<file path="config.mk">
export PLATFORM = sky130hd
export DESIGN_NAME = cdb_result_queue
export DESIGN_NICKNAME = d
export VERILOG_FILES = /design/src/rtl/cdb_result_queue_pkg.sv /design/src/rtl/cdb_result_queue.sv
export SDC_FILE = /design/constraint.sdc
export NUM_CORES = 1
export LEC_CHECK = 0
export CAP_MARGIN = 5
export CORE_MARGIN = 3
export CORE_UTILIZATION = 35
export CTS_BUF_LIST = sky130_fd_sc_hd__clkbuf_4
export DETAILED_ROUTE_END_ITERATION = 12
export GPL_TIMING_DRIVEN = 0
export PLACE_DENSITY = 0.51
export SETUP_SLACK_MARGIN = 0.02
export SLEW_MARGIN = 25
export SYNTH_ARGS = -nofsm -noshare
export SYNTH_HDL_FRONTEND = slang
export SYNTH_SLANG_ARGS = --single-unit
</file>
<file path="constraint.sdc">
create_clock -name clk -period 5.5 [get_ports clk]
set_input_delay 1.1 -clock clk [delete_from_list [all_inputs] [get_ports clk]]
set_output_delay 1.1 -clock clk [all_outputs]
set_load 0.05 [all_outputs]
</file>
<file path="src/rtl/cdb_result_queue_pkg.sv">
// Common data bus types and constants.
// Shared by the producer queues, the CDB arbiter and reservation-station snoop logic.
package cdb_result_queue_pkg;

    localparam int CDB_DATA_W  = 32;
    localparam int CDB_LABEL_W = 5;

    // Label 0 never names a reservation station; it marks an idle bus.
    localparam logic [CDB_LABEL_W-1:0] NO_LABEL = '0;

    typedef struct packed {
        logic [CDB_LABEL_W-1:0] label;
        logic [CDB_DATA_W-1:0]  data;
    } cdb_entry_t;

endpackage

</file>
<file path="src/rtl/cdb_result_queue.sv">
// Producer-side CDB endpoint: buffers {data, label} results from a functional unit
// and retires the oldest one each cycle the arbiter grants the bus.
module cdb_result_queue
    import cdb_result_queue_pkg::*;
#(
    parameter int DEPTH   = 4,
    parameter int DATA_W  = CDB_DATA_W,
    parameter int LABEL_W = CDB_LABEL_W
) (
    input  logic                     clk,
    input  logic                     rst,
    input  logic                     in_valid,
    input  logic [DATA_W-1:0]        in_data,
    input  logic [LABEL_W-1:0]       in_label,
    output logic                     in_ready,
    output logic                     cdb_require,
    input  logic                     cdb_accept,
    output logic [DATA_W-1:0]        cdb_data,
    output logic [LABEL_W-1:0]       cdb_label,
    output logic [$clog2(DEPTH):0]   count
);

    localparam int PTR_W = $clog2(DEPTH);
    localparam int CNT_W = PTR_W + 1;
    localparam logic [CNT_W-1:0] FULL_CNT = CNT_W'(DEPTH);

    logic [DATA_W-1:0]  data_q  [DEPTH];
    logic [LABEL_W-1:0] label_q [DEPTH];

    logic [PTR_W-1:0] head_q, head_d;
    logic [PTR_W-1:0] tail_q, tail_d;
    logic [CNT_W-1:0] count_q, count_d;

    logic push, pop;

    // in_ready looks only at registered occupancy, so a full queue refuses a
    // push even when it pops in the same cycle.
    assign in_ready    = (count_q != FULL_CNT);
    assign cdb_require = (count_q != '0);
    assign push        = in_valid & in_ready;
    // A default grant to an empty queue is ignored.
    assign pop         = cdb_require & cdb_accept;

    assign cdb_data  = cdb_require ? data_q[head_q]  : '0;
    assign cdb_label = cdb_require ? label_q[head_q] : '0;
    assign count     = count_q;

    always_comb begin
        head_d  = head_q;
        tail_d  = tail_q;
        count_d = count_q;
        if (push) tail_d = tail_q + PTR_W'(1);
        if (pop)  head_d = head_q + PTR_W'(1);
        unique case ({push, pop})
            2'b10:   count_d = count_q + CNT_W'(1);
            2'b01:   count_d = count_q - CNT_W'(1);
            default: count_d = count_q;
        endcase
    end

    always_ff @(posedge clk) begin
        if (rst) begin
            head_q  <= '0;
            tail_q  <= '0;
            count_q <= '0;
        end else begin
            head_q  <= head_d;
            tail_q  <= tail_d;
            count_q <= count_d;
        end
    end

    // Storage needs no reset; an empty queue masks its outputs to zero.
    always_ff @(posedge clk) begin
        if (push && !rst) begin
            data_q[tail_q]  <= in_data;
            label_q[tail_q] <= in_label;
        end
    end

endmodule

</file>
After elaboration in Yosys (flattened, before gate mapping)
Memories as Yosys holds them, arrays and structs flattened. A register that Yosys moved wholly into a read port is not among the register bits.
Index checks and enable logic that the tools add are counted.
- bits of input ports: 41
- memories kept: 2
- bits in writable memories: 148
- bits in registers: 7
- bitwise operators: 2
- add/sub/neg operators: 4
- equal/unequal tests: 3
- reductions and logical operators: 4
- mux-type cells: 9
- memories (name ; depth ; bits a word ; read ports ; clocked after memory_dff ; write ports ; line ; text):
    data_q ; 4 ; 32 ; 1 ; 1 ; 1 ; cdb_result_queue.sv:27 ; logic [DATA_W-1:0] data_q [DEPTH];
    label_q ; 4 ; 5 ; 1 ; 1 ; 1 ; cdb_result_queue.sv:28 ; logic [LABEL_W-1:0] label_q [DEPTH];
- operator list (cell ; count):
    $mux 32 ; 1
    $mux 2 ; 4
    $pmux 3 s2 ; 1
    $mux 5 ; 1
    $add 2x1->2 const B ; 2
    $add 3x1->3 const B ; 1
    $ne 3x3->1 const B ; 1
    $reduce_bool 3->1 ; 1
    $sub 3x1->3 const B ; 1
    $and 1x1->1 ; 2
    $eq 2x1->1 const B ; 1
    $eq 2x2->1 const B ; 1
    $mux 1 ; 2
    $reduce_bool 2->1 ; 1
    $logic_and 1x1->1 ; 1
    $logic_not 1->1 ; 1

Longest topological paths before layout
Gate-level depths: netlist of the first run.
- depth after elaboration: 5
- mapped depth: 9
- depth with buffers taken out: 9

Worst setup path after synthesis of the first run
Ideal clock, no wire load.
- path type: register to register
- start point: register count_q[0], in the netlist count[0]
- end point: memory data_q[0][0] in the netlist's numbering, enable pin
- required time: 5015 ps
- cell stages (with the launch flop): 5
- path buffers: 0
- data arrival time: 4089 ps
- path slack: 926 ps
- cells stage by stage: dfxtp_1 or3b_4 and2_4 inv_1 nor3b_1
- word-level cells in the longest chain between the ends: 5
- RTL lines (item ; line ; text):
    start: declaration ; cdb_result_queue.sv:32 ; logic [CNT_W-1:0] count_q, count_d;
    start signal: assignment ; cdb_result_queue.sv:69 ; count_q <= count_d;
    $ne 3x3->1 ; cdb_result_queue.sv:38 ; assign in_ready = (count_q != FULL_CNT);
    named net in_ready ; cdb_result_queue.sv:15 ; output logic in_ready,
    $and 1x1->1 ; cdb_result_queue.sv:40 ; assign push = in_valid & in_ready;
    $logic_and 1x1->1 ; cdb_result_queue.sv:75 ; if (push && !rst) begin
    $mux 1 ; cdb_result_queue.sv:75 ;
    $mux 1 (not written as such) ; cdb_result_queue.sv:76 ; data_q[tail_q] <= in_data;
    end: declaration ; cdb_result_queue.sv:27 ;
The timed path passes the listed nets, and every way through them passes these cells.

Worst setup path after layout of the first run
- start point: register count_q[2], in the netlist count[2]
- end point: output port cdb_data[23]
- word-level cells in the longest chain between the ends: 2
- RTL lines (item ; line ; text):
    $reduce_bool 3->1 ; cdb_result_queue.sv:39 ; assign cdb_require = (count_q != '0);
    $mux 32 ; cdb_result_queue.sv:44 ; assign cdb_data = cdb_require ? data_q[head_q] : '0;
    end: declaration ; cdb_result_queue.sv:18 ; output logic [DATA_W-1:0] cdb_data,
No other way between the ends.

==> results of run 1 <==
[Yosys cell counts]
master    instances  area [um2]
a21oi_1           3        15.0
and2_4            1        8.76
buf_2             4        20.0
buf_6             4        45.0
clkbuf_1          4        15.0
clkbuf_2          1        5.00
dfxtp_1           9         180
edfxtp_1        148        4440
fa_1              1        20.0
ha_1              5        62.6
inv_1             8        30.0
mux2_4            1        15.0
mux2i_1           1        10.0
mux4_2           37         833
nand2_1           1        3.75
nand2b_1          2        12.5
nor2_1            7        26.3
nor2b_1          37         231
nor3_2            1        10.0
nor3b_1           4        30.0
o21ai_0           2        10.0
o31ai_1           1        7.51
or3_1             1        6.26
or3_2             1        7.51
or3b_4            1        11.3
xor2_1            3        26.3
[through the flow]
step,std cells,setup TNS [ps],total power (W)
floorplan,288,0,0.00263
global placement,590,-322930,0.00320
detailed placement,611,0,0.00321
CTS,643,0,0.00392
global route,643,0,0.00404
finish,643,0,0.00385
[power groups by stage]
stage | clock network, W | registers, W | logic [W]
floorplan | 0 | 0.00147 | 0.00116
global placement | 0 | 0.00145 | 0.00174
detailed placement | 0 | 0.00145 | 0.00176
CTS | 0.000737 | 0.00142 | 0.00177
global route | 0.000774 | 0.00143 | 0.00184
finish | 0.000704 | 0.00142 | 0.00173
[layout by cell type (no fill, tap or decap), types with 2 or more instances in the layout]
cell type and n:
nor2b_1 37, mux4_2 37, inv_1 8, buf_2 4, clkinv_2 2, buf_6 6
clkinv_1 3, clkbuf_1 4, edfxtp_1 148, xor2_1 3, dfxtp_1 9, buf_4 19
bufinv_16 3, nand2b_1 2, nor3b_2 4, ha_1 5, a21oi_1 3, clkinvlp_4 5
clkdlybuf4s50_1 82, o21ai_0 2, nor2_1 7, clkbuf_4 19
[worst max path at each step]
stage / from / end / slack, ps / cells after the start
after floorplan: count[0] / data_q[0][0] / 930 / 4
after global placement: rst / label_q[0][1] / -2240 / 3
after detailed placement: count[2] / cdb_data[19] / 1850 / 5
after CTS: count[2] / cdb_data[19] / 1210 / 5
after global routing: count[2] / cdb_data[18] / 1080 / 5
final: count[2] / cdb_data[23] / 1360 / 5
[cell families (layout without fill, tap and decap cells)]
logic type,after synthesis,count (layout),synth area share (%)
muxes,39,39,14.1
adders and majority gates,6,6,1.36
AOI/OAI and AO/OA,6,6,0.534
xor gates and xnor gates,3,3,0.432
DFF,157,157,76.0
and+or+nand+nor,56,56,5.71
buffers and inverters,21,156,1.89
[registers in the layout, indices dropped and copies added (netlist names), named ones only]
| register | cells |
|---|---|
| tail_q | 2 |
| label_q | 20 |
| count | 3 |
| head_q | 2 |
| data_q | 128 |
[layout make-up]
type / count / area share, %
Sequential cell: 157 / 60.4
Multi-Input combinational cell: 110 / 17.9
Timing Repair Buffer: 103 / 12.9
Tap cell: 220 / 3.59
Clock inverter: 13 / 1.94
Clock buffer: 19 / 1.86
Buffer: 13 / 1.11
Inverter: 8 / 0.392
[worst register-to-register path, delay by kind of cell, from the launching register on]
| kind | cells | cell delay [ps] |
|---|---|---|
| DFF | 1 | 440 |
| adders and majority gates | 2 | 590 |
| xor gates and xnor gates | 1 | 160 |
| buffers and inverters | 2 | 240 |
| AOI/OAI and AO/OA | 1 | 140 |
| and+or+nand+nor | 3 | 1010 |
[routing by layer]
metal,global-route usage (%),vias to the layer above
li1,-,1386
met1,16.3,1535
met2,22.0,66
met3,3.48,13
met4,4.94,0
met5,0,-
==> results_dict.tcl, run 1 <==
set metrics [dict create \
    port_buffers 82 \
    cellLeakagePower_nw 2.45 \
    peakVddDrop_mv 0.224 \
    grt_usage_pct 13.1 \
    crit_path_max_incr_delay_ps 730 \
    ys_ff_latch 157 \
    post_drt_wl_per_cell_um 18.3 \
    fp-row-count 47 \
    final_cell_area_um2 7660 \
    period_minus_slack_ps 4140 \
    postCtsSetupBuffers 0 \
    cp.buffers_inverters 3 \
    drc_errors 0 \
    seq_area_frac_synth_pct 76.0 \
    dp_slack_ps 1850 \
    cts.clk_slew.worst_paths_ps 120 \
    holdWs_ps 509 \
    ys.warnings.count 0 \
    cp-start-kind "flop" \
    root_buffer "clkbuf_4" \
    via_per_inst 4.67 \
    multi_input_area_um2 1370 \
    tightest_slew_ps 700 \
    fmax_ghz 0.241 \
    cts-resized-gates 0 \
    crit_arrival_ps 3040 \
    met1_length_um 5040 \
    dr_wl_met2_um 6000 \
    drive_above_1_share_pct 24.8 \
    place_area_um2 7370 \
    grt_pass1_wl_um 17800 \
    diodes 0 \
    first_pass_iters 4 \
    setup_viol 0 \
    post-route-util_pct 45.5 \
    seqPwrFrac_pct 36.8 \
    critPathTopFamily "buffers and inverters" \
    clk_latency_ps 540 \
    reg2reg_depth 9 \
    path_class "flop to output port" \
    cts_sinks 157 \
    fp.dieArea_um2 19000 \
    numCtsBuffers 17 \
    grt_max_degree 17 \
    area_delta_synth_final_pct 25.8 \
    dp_hpwl_um 8150 \
    hold_end "head_q[1]" \
    syn-cell-area_um2 6090 \
    power.switching_w 0.00150 \
    synth_cell_type_count 26 \
    cts_htree_levels 4 \
    fin_ws_ps 1360 \
    synthCells 288 \
    grt_antenna_before_repair 0 \
    die-height_um 138 \
    powerDensity_nw_per_um2 502 \
    wl_met3_um 565 \
    worst_r2r_startpoint "count[2]" \
    io_pins 83 \
    clkPwrFrac_pct 18.3 \
    outcome "completed" \
    power_frac_comb_pct 44.9 \
    nNetsFinal 457 \
    critPathRequiredTime_ps 4400 \
    nFillCells 1502 \
    critPathMaxFanout 10 \
    drv_cap 0 \
    timing.rr.end "count[2]" \
    finalHoldViolations 0 \
    synth_fp_nets 335 \
    drt_iter0_drc 250 \
    cts_hold_buf 0 \
    num_vias 3000 \
    setup.worst_path.end_class "output port" \
    wirelength_um 11800 \
    final-seq-area_um2 4620 \
    sw_frac_of_total_pct 39.0 \
    antenna_left 0 \
    hold_path.class "flop to flop" \
    grt_pass1_vias 3189 \
    cts_max_path_buffers 2 \
    grt-ovfl-total 0 \
    post-route-period-util_pct 75.3 \
    slew_headroom_pct 53.1 \
    crit_path_cell_trace "nor3_2 > buf_2 > clkbuf_1 > nor2b_1 > clkdlybuf4s50_1" \
    crit_slowest_cell "clkdlybuf4s50_1" \
    core_um2 16800 \
    initial_core_util_pct 36.2 \
    avgSynthCellArea_um2 21.1 \
    die_width_um 138 \
    rsz0062_at_grt "false" \
    min_from "head_q[1]" \
    hold_depth 2 \
    routed.top_layer "met4" \
    r2r_slack_ps 2850 \
    place.gp.congestion 0.635 \
    p_int_w 0.00235 \
    tritoncts "done" \
    clock_skew_ps 15.5 \
    drv_slew 0 \
]
(Power assumes the default switching activity.)
==> run 2, diff against run 1 <==
--- a/config.mk
+++ b/config.mk
@@ -11,7 +11,7 @@
 export CTS_BUF_LIST = sky130_fd_sc_hd__clkbuf_4
 export DETAILED_ROUTE_END_ITERATION = 12
 export GPL_TIMING_DRIVEN = 0
-export PLACE_DENSITY = 0.51
+export PLACE_DENSITY = 0.53
 export SETUP_SLACK_MARGIN = 0.02
 export SLEW_MARGIN = 25
 export SYNTH_ARGS = -nofsm -noshare
==> constraint.sdc (replaced) <==
create_clock -name clk -period 3.54 [get_ports clk]
set_input_delay 0.708 -clock clk [delete_from_list [all_inputs] [get_ports clk]]
set_output_delay 0.708 -clock clk [all_outputs]
set_load 0.05 [all_outputs]
==> run 2 against run 1 <==
Routed wire length rose by 0.70%. Power up 48%. Via count shrank 0.23%. Clock skew is 4.3 ps lower. Core utilization about the same. Global-route usage rose by 0.46 points. Largest power group unchanged.
==> results_dict.tcl, run 2 (synthesis results as in run 1) <==
set metrics [dict create \
    layout_commonest_cell "edfxtp_1" \
    area_delta_synth_final_pct 25.7 \
    numCtsBuffers 17 \
    die-height_um 138 \
    cellLeakagePower_nw 2.78 \
    powerDensity_nw_per_um2 743 \
    grt_antenna_before_repair 2 \
    cts_sinks 157 \
    clk_latency_ps 540 \
    dp_hpwl_um 8350 \
    via_per_inst 4.63 \
    setup_tns_ps 0 \
    io_pins 83 \
    grt_pass1_vias 3189 \
    antenna_left 0 \
    drt_iter0_drc 203 \
    grt-ovfl-total 0 \
    regMostFlops "data_q" \
    crit_slowest_cell "dlygate4sd2_1" \
    fp.dieArea_um2 19000 \
    setup_viol 0 \
    critPathRequiredTime_ps 2830 \
    fmax_ghz 0.319 \
    tightest_slew_ps 598 \
    post-route-period-util_pct 88.6 \
    tritoncts "done" \
    crit_path_cell_trace "clkbuf_2 > buf_2 > mux4_2 > nor2b_1 > dlygate4sd2_1" \
    rsz0062_at_grt "false" \
    hold_path.class "flop to flop" \
    fp-row-count 47 \
    slew_headroom_pct 60.1 \
    place_area_um2 7410 \
    cts.clk_slew.worst_paths_ps 100 \
    critPathMaxFanout 10 \
    p_total_w 0.00569 \
    postCtsSetupBuffers 0 \
    critPathTopFamily "buffers and inverters" \
    placedCellCount 613 \
    peakVddDrop_mv 0.482 \
    die_width_um 138 \
    post_drt_wl_per_cell_um 18.3 \
    first_pass_iters 4 \
    outcome "completed" \
    reg2reg_depth 9 \
    port_buffers 82 \
    cts_max_path_buffers 2 \
    nNetsFinal 459 \
    cp.buffers_inverters 3 \
    path_class "flop to output port" \
    core_um2 16800 \
    crit_arrival_ps 2430 \
    initial_core_util_pct 36.2 \
    cts_htree_levels 4 \
    largest_reg_flops 128 \
    drv_cap 0 \
    num_vias 2993 \
    fin_cells 646 \
    grt_max_degree 17 \
    r2r_slack_ps 910 \
    place.gp.congestion 0.644 \
    drc_errors 0 \
    root_buffer "clkbuf_4" \
    wirelength_um 11900 \
    grt_pass1_wl_um 18300 \
    setup.worst_path.end_class "output port" \
    period_minus_slack_ps 3140 \
    cp.depth 5 \
    clock_skew_ps 11.3 \
    drive_above_1_share_pct 25.0 \
    hold_depth 2 \
    crit_path_max_incr_delay_ps 560 \
    cp-start-kind "flop" \
    grt_usage_pct 13.5 \
    final_cell_mix "edfxtp_1 (148), clkdlybuf4s50_1 (52), mux4_2 (37), nor2b_1 (37), clkbuf_4 (24)" \
    final_cell_area_um2 7650 \
    drv_slew 0 \
    finalHoldViolations 0 \
]
run 2: cell count changes in the layout (fill, tap and decap cells not counted), moves of 5 or more:
cell,change
buf_6,+6
clkbuf_4,+5
clkdlybuf4s50_1,-30
dlymetal6s2s_1,+18
dlygate4sd2_1,+12
clkinvlp_4,-5
run 2: per-stage QoR:
stage / hold slack, ps / worst slack, ps / utilization, %
after detailed placement: 501 / 407 / 44.0
after floorplan: 459 / -1030 / -
after CTS: 517 / 7.40 / 45.2
final: 512 / 404 / 45.5
after global placement: 477 / -3890 / 42.7
after global routing: 576 / 166 / 45.5
run 2: final cells by class:
| type | count | area, um2 |
|---|---|---|
| Fill cell | 1512 | 9170 |
| Sequential cell | 157 | 4620 |
| Inverter | 8 | 30.0 |
| Antenna cell | 2 | 5.00 |
| Tap cell | 220 | 275 |
| Clock inverter | 7 | 28.8 |
| Multi-Input combinational cell | 110 | 1370 |
| Buffer | 13 | 87.6 |
| Clock buffer | 24 | 180 |
| Timing Repair Buffer | 105 | 1050 |
run 2: worst paths after layout:
check,from,end
max,flop,cdb_data[8]
min,head_q[1],flop
max reg2reg,count[2],count[2]
min reg2reg,head_q[1],flop
run 2: worst min-delay path: stages (launching register included):
cell and delay [ps]:
dfxtp_1 330, o21ai_0 70, a21oi_1 70
run 2: repair_timing:
item | CTS | global route
hold buffers | 0 | 0
endpoints found under the setup margin | 22 | 19
gates resized for setup | 13 | 20
run 2: power by group:
group / switching, W / internal, W
logic: 0.00168 / 0.000946
clock network: 0.000549 / 0.000315
registers: 0.0000488 / 0.00215
total: 0.00227 / 0.00341
run 2: routing by layer:
metal / vias up / GRT usage, % / share of wire, %
met2: 73 / 23.1 / 52
met4: 0 / 4.45 / 1.2
met3: 11 / 4.86 / 5.8
met1: 1512 / 16.0 / 41
met5: - / 0 / 0
li1: 1397 / - / -
